### src/rtl/dtcm_ctrl_pkg.sv
// Shared constants, size encodings and FSM state encodings for the DTCM controller.
package dtcm_ctrl_pkg;

  localparam int DTCM_ADDR_W = 16;
  localparam int ITCM_RAM_DW = 32;
  localparam int ITCM_RAM_MW = ITCM_RAM_DW / 8;
  localparam int ITCM_RAM_AW = DTCM_ADDR_W - 2;

  // LSU access size encodings; SIZE_X is the illegal code
  localparam logic [1:0] SIZE_B = 2'b00;
  localparam logic [1:0] SIZE_H = 2'b01;
  localparam logic [1:0] SIZE_W = 2'b10;
  localparam logic [1:0] SIZE_X = 2'b11;

  typedef enum logic [1:0] {
    DC_IDLE = 2'b00,
    DC_RSP  = 2'b01,
    DC_HOLD = 2'b10
  } dc_state_e;

  // Illegal size, or an address that is not naturally aligned for its size
  function automatic logic access_err(input logic [1:0] size, input logic [1:0] off);
    logic err;
    err = 1'b0;
    case (size)
      SIZE_H:  err = off[0];
      SIZE_W:  err = |off;
      SIZE_X:  err = 1'b1;
      default: err = 1'b0;
    endcase
    return err;
  endfunction

endpackage

### src/rtl/lsu_align.sv
// Combinational lane logic: load shift/extend and store replicate/byte-mask.
module lsu_align
  import dtcm_ctrl_pkg::*;
#(
  parameter int DW = ITCM_RAM_DW,
  parameter int MW = ITCM_RAM_MW
) (
  input  logic [1:0]    ld_size_i,
  input  logic [1:0]    ld_off_i,
  input  logic          ld_usign_i,
  input  logic [DW-1:0] raw_i,
  output logic [DW-1:0] rdata_o,
  input  logic [1:0]    st_size_i,
  input  logic [1:0]    st_off_i,
  input  logic [DW-1:0] wdata_i,
  output logic [DW-1:0] din_o,
  output logic [MW-1:0] wem_o
);

  logic [DW-1:0] shifted;

  // Load side: bring the addressed lane down to bit 0, then extend
  always_comb begin
    shifted = raw_i >> {ld_off_i, 3'b000};
    rdata_o = shifted;
    case (ld_size_i)
      SIZE_B:  rdata_o = {{(DW-8){~ld_usign_i & shifted[7]}}, shifted[7:0]};
      SIZE_H:  rdata_o = {{(DW-16){~ld_usign_i & shifted[15]}}, shifted[15:0]};
      default: rdata_o = shifted;
    endcase
  end

  // Store side: replicate the right-aligned data into every lane and select lanes by mask
  always_comb begin
    din_o = wdata_i;
    wem_o = '0;
    case (st_size_i)
      SIZE_B: begin
        din_o = {(DW/8){wdata_i[7:0]}};
        wem_o = MW'(1) << st_off_i;
      end
      SIZE_H: begin
        din_o = {(DW/16){wdata_i[15:0]}};
        wem_o = MW'(3) << {st_off_i[1], 1'b0};
      end
      SIZE_W: begin
        din_o = wdata_i;
        wem_o = '1;
      end
      default: begin
        din_o = wdata_i;
        wem_o = '0;
      end
    endcase
  end

endmodule

### src/rtl/dtcm_ctrl.sv
// DTCM SRAM initiator: LSU command channel in, SRAM port out, one response per command.
module dtcm_ctrl
  import dtcm_ctrl_pkg::*;
#(
  parameter int AW  = DTCM_ADDR_W,
  parameter int DW  = ITCM_RAM_DW,
  parameter int MW  = ITCM_RAM_MW,
  parameter int RAW = ITCM_RAM_AW
) (
  input  logic           clk,
  input  logic           rst,
  input  logic           cmd_valid,
  output logic           cmd_ready,
  input  logic           cmd_read,
  input  logic [AW-1:0]  cmd_addr,
  input  logic [1:0]     cmd_size,
  input  logic           cmd_usign,
  input  logic [DW-1:0]  cmd_wdata,
  output logic           rsp_valid,
  input  logic           rsp_ready,
  output logic [DW-1:0]  rsp_rdata,
  output logic           rsp_err,
  output logic           dtcm_ram_we,
  output logic [RAW-1:0] dtcm_ram_addr,
  output logic [DW-1:0]  dtcm_ram_din,
  output logic [MW-1:0]  dtcm_ram_wem,
  input  logic [DW-1:0]  dtcm_ram_dout
);

  dc_state_e      state_q;
  logic           rsp_valid_q;
  logic [DW-1:0]  hold_q;
  logic [RAW-1:0] addr_q;
  logic [RAW-1:0] addr_d;

  logic           ctx_read_q;
  logic           ctx_err_q;
  logic [1:0]     ctx_size_q;
  logic           ctx_usign_q;
  logic [1:0]     ctx_off_q;

  logic           acc;
  logic           cmd_err;
  logic           ram_go;
  logic           st_go;
  logic [DW-1:0]  ld_data;
  logic [DW-1:0]  rsp_live;
  logic [DW-1:0]  st_din;
  logic [MW-1:0]  st_wem;

  // A new command may enter whenever the current response leaves this cycle (or none is pending)
  always_comb begin
    cmd_ready = 1'b0;
    if (!rst) begin
      case (state_q)
        DC_IDLE: cmd_ready = 1'b1;
        DC_RSP:  cmd_ready = rsp_ready;
        DC_HOLD: cmd_ready = rsp_ready;
        default: cmd_ready = 1'b0;
      endcase
    end
  end

  assign acc     = cmd_valid & cmd_ready;
  assign cmd_err = access_err(cmd_size, cmd_addr[1:0]);
  assign ram_go  = acc & ~cmd_err;
  assign st_go   = ram_go & ~cmd_read;

  lsu_align #(
    .DW (DW),
    .MW (MW)
  ) u_align (
    .ld_size_i  (ctx_size_q),
    .ld_off_i   (ctx_off_q),
    .ld_usign_i (ctx_usign_q),
    .raw_i      (dtcm_ram_dout),
    .rdata_o    (ld_data),
    .st_size_i  (cmd_size),
    .st_off_i   (cmd_addr[1:0]),
    .wdata_i    (cmd_wdata),
    .din_o      (st_din),
    .wem_o      (st_wem)
  );

  // SRAM port is driven straight from the accepted command; the address sticks when idle
  always_comb begin
    addr_d = ram_go ? cmd_addr[AW-1:2] : addr_q;
  end

  assign dtcm_ram_we   = st_go;
  assign dtcm_ram_wem  = st_go ? st_wem : '0;
  assign dtcm_ram_din  = st_go ? st_din : '0;
  assign dtcm_ram_addr = addr_d;

  // Stores and erroring commands answer with zero data
  assign rsp_live = (ctx_read_q && !ctx_err_q) ? ld_data : '0;

  // Response mux: live SRAM path in RSP, captured copy while back-pressured
  always_comb begin
    rsp_rdata = '0;
    case (state_q)
      DC_RSP:  rsp_rdata = rsp_live;
      DC_HOLD: rsp_rdata = hold_q;
      default: rsp_rdata = '0;
    endcase
  end

  assign rsp_valid = rsp_valid_q;
  assign rsp_err   = rsp_valid_q & ctx_err_q;

  // Response FSM with registered rsp_valid, hold capture and sticky SRAM address
  always_ff @(posedge clk) begin
    if (rst) begin
      state_q     <= DC_IDLE;
      rsp_valid_q <= 1'b0;
      hold_q      <= '0;
      addr_q      <= '0;
      ctx_err_q   <= 1'b0;
    end else begin
      addr_q <= addr_d;
      if (acc) begin
        ctx_err_q <= cmd_err;
      end
      case (state_q)
        DC_IDLE: begin
          if (acc) begin
            state_q     <= DC_RSP;
            rsp_valid_q <= 1'b1;
          end
        end
        DC_RSP: begin
          if (rsp_ready) begin
            if (!acc) begin
              state_q     <= DC_IDLE;
              rsp_valid_q <= 1'b0;
            end
          end else begin
            hold_q  <= rsp_live;
            state_q <= DC_HOLD;
          end
        end
        DC_HOLD: begin
          if (rsp_ready) begin
            if (acc) begin
              state_q <= DC_RSP;
            end else begin
              state_q     <= DC_IDLE;
              rsp_valid_q <= 1'b0;
            end
          end
        end
        default: begin
          state_q     <= DC_IDLE;
          rsp_valid_q <= 1'b0;
        end
      endcase
    end
  end

  // Per-response context captured at accept
  always_ff @(posedge clk) begin
    if (acc) begin
      ctx_read_q  <= cmd_read;
      ctx_size_q  <= cmd_size;
      ctx_usign_q <= cmd_usign;
      ctx_off_q   <= cmd_addr[1:0];
    end
  end

endmodule

### config.mk
export PLATFORM = sky130hd
export DESIGN_NAME = dtcm_ctrl
export DESIGN_NICKNAME = d
export VERILOG_FILES = /design/src/rtl/dtcm_ctrl_pkg.sv /design/src/rtl/lsu_align.sv /design/src/rtl/dtcm_ctrl.sv
export SDC_FILE = /design/constraint.sdc
export NUM_CORES = 1
export LEC_CHECK = 0
export ABC_AREA = 1
export BUFFER_PORTS_ARGS = -buffer_cell sky130_fd_sc_hd__buf_2
export CAP_MARGIN = 20
export CORE_UTILIZATION = 40
export CTS_CLUSTER_SIZE = 24
export DETAILED_ROUTE_END_ITERATION = 12
export GPL_ROUTABILITY_DRIVEN = 0
export GPL_TIMING_DRIVEN = 0
export PLACE_DENSITY = 0.78
export SYNTH_ARGS = -nofsm -noshare
export SYNTH_HDL_FRONTEND = slang
export SYNTH_SLANG_ARGS = --single-unit
### constraint.sdc
create_clock -name clk -period 2.25 [get_ports clk]
set_input_delay 0.45 -clock clk [delete_from_list [all_inputs] [get_ports clk]]
set_output_delay 0.45 -clock clk [all_outputs]
set_load 0.02 [all_outputs]
==> impl_metrics.ini <==
[sta]
fin_setup_tns_ns = -9.01
skew_ns = 0.00311
final_hold_viol_count = 0
min_period_over_period_pct = 108
rsz0062_at_grt = true
worst_pin_slew_ns = 0.653
fin_crit_ns = 2.42
max_freq_ghz = 0.413
slew_headroom_pct = 56.4
slew_viol_final = 0
timing.final.ws_setup_ns = -0.174
setup_viol = 87

[placed_design]
placed_area_um2 = 5690
portBuffers = 172
dp_hpwl_mm = 10.8

[synthesis]
syn-instance-count = 695
netlist_top_cells_area = dfxtp_1 22%, nand2_1 15%, a21oi_1 8.3%, nor2_4 7.7%, o21ai_0 5.4%
yosys.area.top_type = dfxtp_1
netlist.area_leader.share_pct = 21.5
synthesis.nets = 787
yosys.cell_types.count = 33
syn_area_um2 = 4650
ys_seq_area_share_pct = 25.4
avgSynthCellArea_um2 = 6.69
ys_ff_latch = 56
yosysWarnings = 0

[critical_path]
cp-start-kind = flip-flop
crit_arrival_ns = 1.97
crit_path_max_incr_delay_ns = 0.39
slowest_stage = edfxtp_1
criticalPathCategory = reg -> out
path_max_fanout = 8
cp_cell_sequence = buf_6 > clkinv_8 > buf_12 > nand2_4 > nand2_4 > nand3_4 > nand3_4 > buf_8 > nand3_2 > a21oi_2 > buf_6
critPathTopFamily = buffers and inverters
cp.required_ns = 1.80
path_buf_inv = 5
crit_path_end_kind = output port

[route]
dr_total_vias = 6072
wl_met3_mm = 1.48
avgViaCountPerCell = 5.40
wl_mm = 18.8
firstDrtPassIters = 11
initialDrtViolationCount = 608
drt_drc_violations_left = 2
wl_met2_mm = 9.60
wire_per_inst_um = 16.8
drt-met1-wl_mm = 7.00
highest_layer = met4
final_antenna_net_count = 0

[layout]
antenna_cells = 0
drive_above_1_share_pct = 54.1
fillers = 816
final_nets = 1072
area_delta_synth_final_pct = 71.2
seqCellArea_um2 = 1180
final_util_pct = 70.0
multi_input_area_um2 = 3390
postLayoutCellArea_um2 = 7960

[status]
status = complete, but fails checks
violations = DRC, setup timing

[global_route]
track_usage_pct = 28.8
grt_pass1_vias = 5724
antenna_found_initial = 0
globalRoute.totalOverflow = 0
grt_pass1_wl_mm = 27.1
grt_max_degree = 18

[floorplanning]
start_util_pct = 40.9
rows = 39
die_w_um = 110
core_um2 = 11400
pin_count = 174
fp.dieH_um = 110
die_area_um2 = 12100

[pwr]
leakage_uw = 0.00364
ir_drop_mv = 0.531
powerDensity_nw_per_um2 = 769

[clock_tree]
numCtsBuffers = 5
cts.sinks = 56
clock_path_buffers = 2
cts_hold_buf = 0
clk_latency_ns = 0.30
cts_tree = yes
cts.clk_slew.worst_paths_ns = 0.07
cts-htree-levels = 2
clockRootBuffer = clkbuf_16

[hold_path]
min_path_type = in -> reg

[job]
maxCapViolations = 0
[flip-flops by register name, indices dropped and copies added, names as in the netlist]
signal,count
hold_q,32
addr_q,14
ctx_off_q,2
ctx_size_q,2
state_q,2
ctx_err_q,1
ctx_read_q,1
ctx_usign_q,1
rsp_valid,1
[Yosys cell counts (all sizes together)]
cell type  count
a21oi         91
a31oi          4
buf           32
clkbuf        20
clkinv         4
dfxtp         50
edfxtp         6
ha             4
inv           60
nand2        198
nand3         62
nand3b        14
nor2          83
o211ai         8
o21a           7
o21ai         50
o221ai         1
or2            1
[metrics by stage]
step           power (µW)  std cells  worst slack [ns]  hold WS (ns)
2_1_floorplan        3080        695             0.155         0.441
3_3_place_gp         3720       1010           -0.0481         0.454
3_5_place_dp         3750       1010           -0.0620         0.468
4_1_cts              5660       1117            -0.127         0.331
5_1_grt              6440       1124            -0.241         0.320
6_report             6120       1124            -0.174         0.329
[kinds of logic after synthesis]
kind of cell | share of synthesized area, %
AO/OA/AOI/OAI | 19.8
adder cells (fa/ha/maj) | 1.08
buffers and inverters | 13.4
flip-flops | 25.4
AND/OR/NAND/NOR | 40.3
[layout make-up]
cell class	count	area share, %
well taps	143	2.25
multi-input cells	523	42.6
clock inverters	2	0.487
plain buffers	51	5.85
repair buffers	279	28.9
flip-flops and latches	56	14.9
clock buffers	6	1.62
inverters	64	3.47
[routing by layer]
layer / GRT usage, % / vias to the layer above
li1: - / 2826
met1: 32.4 / 2825
met2: 51.5 / 347
met3: 5.75 / 74
met4: 14.3 / 0
met5: 0 / -
[power breakdown]
part | internal, µW | leakage, µW | switching (µW) | total (µW)
Sequential | 1220 | 0.000464 | 102 | 1320
Combinational | 1600 | 0.00309 | 2290 | 3890
Clock | 531 | 0.0000815 | 380 | 911
[cells in the final DEF (no fill, tap or decap), drive strengths merged]
cell,synthesis,routed
ha,4,4
or2,1,1
nor2,83,83
o21ai,50,50
o21a,7,7
nand3,62,62
o211ai,8,8
inv,60,61
bufinv,0,1
edfxtp,6,6
clkbuf,20,23
nand3b,14,14
buf,32,313
o221ai,1,1
nand2,198,198
dfxtp,50,50
a21oi,91,91
a31oi,4,4
clkinv,4,4
[final timing paths]
check	start	endpoint	slack, ns	cells past startpoint
setup / recovery	ctx_off_q[0]$_DFFE_PN_	rsp_rdata[17]	-0.17	11
hold reg to reg	rsp_valid$_SDFFE_PP0P_	rsp_valid$_SDFFE_PP0P_	0.48	2
hold / removal	cmd_usign	ctx_usign_q$_DFFE_PN_	0.33	1
setup reg to reg	state_q[1]$_SDFFE_PP0P_	addr_q[4]$_SDFF_PP0_	-0.16	18
[worst register-to-register path: stages (launching register included)]
cell and delay (ns):
dfxtp_2 0.36, inv_2 0.06, ha_4 0.27, nand2_2 0.04, nand2_2 0.09, nand3_4 0.08
clkinv_4 0.08, nand2_8 0.07, buf_6 0.16, nand2_1 0.10, nand2_2 0.07, buf_4 0.13
buf_4 0.12, buf_4 0.12, buf_4 0.12, buf_4 0.12, buf_4 0.12, buf_4 0.12
nor2_1 0.12
[repair_timing]
action	4_1_cts	5_1_grt
pin swaps	48	36
setup endpoints to repair	83	91
buffers inserted	90	10
gates cloned	10	0
gates resized for setup	249	96
Note: power is estimated with default switching activity, not from simulation.
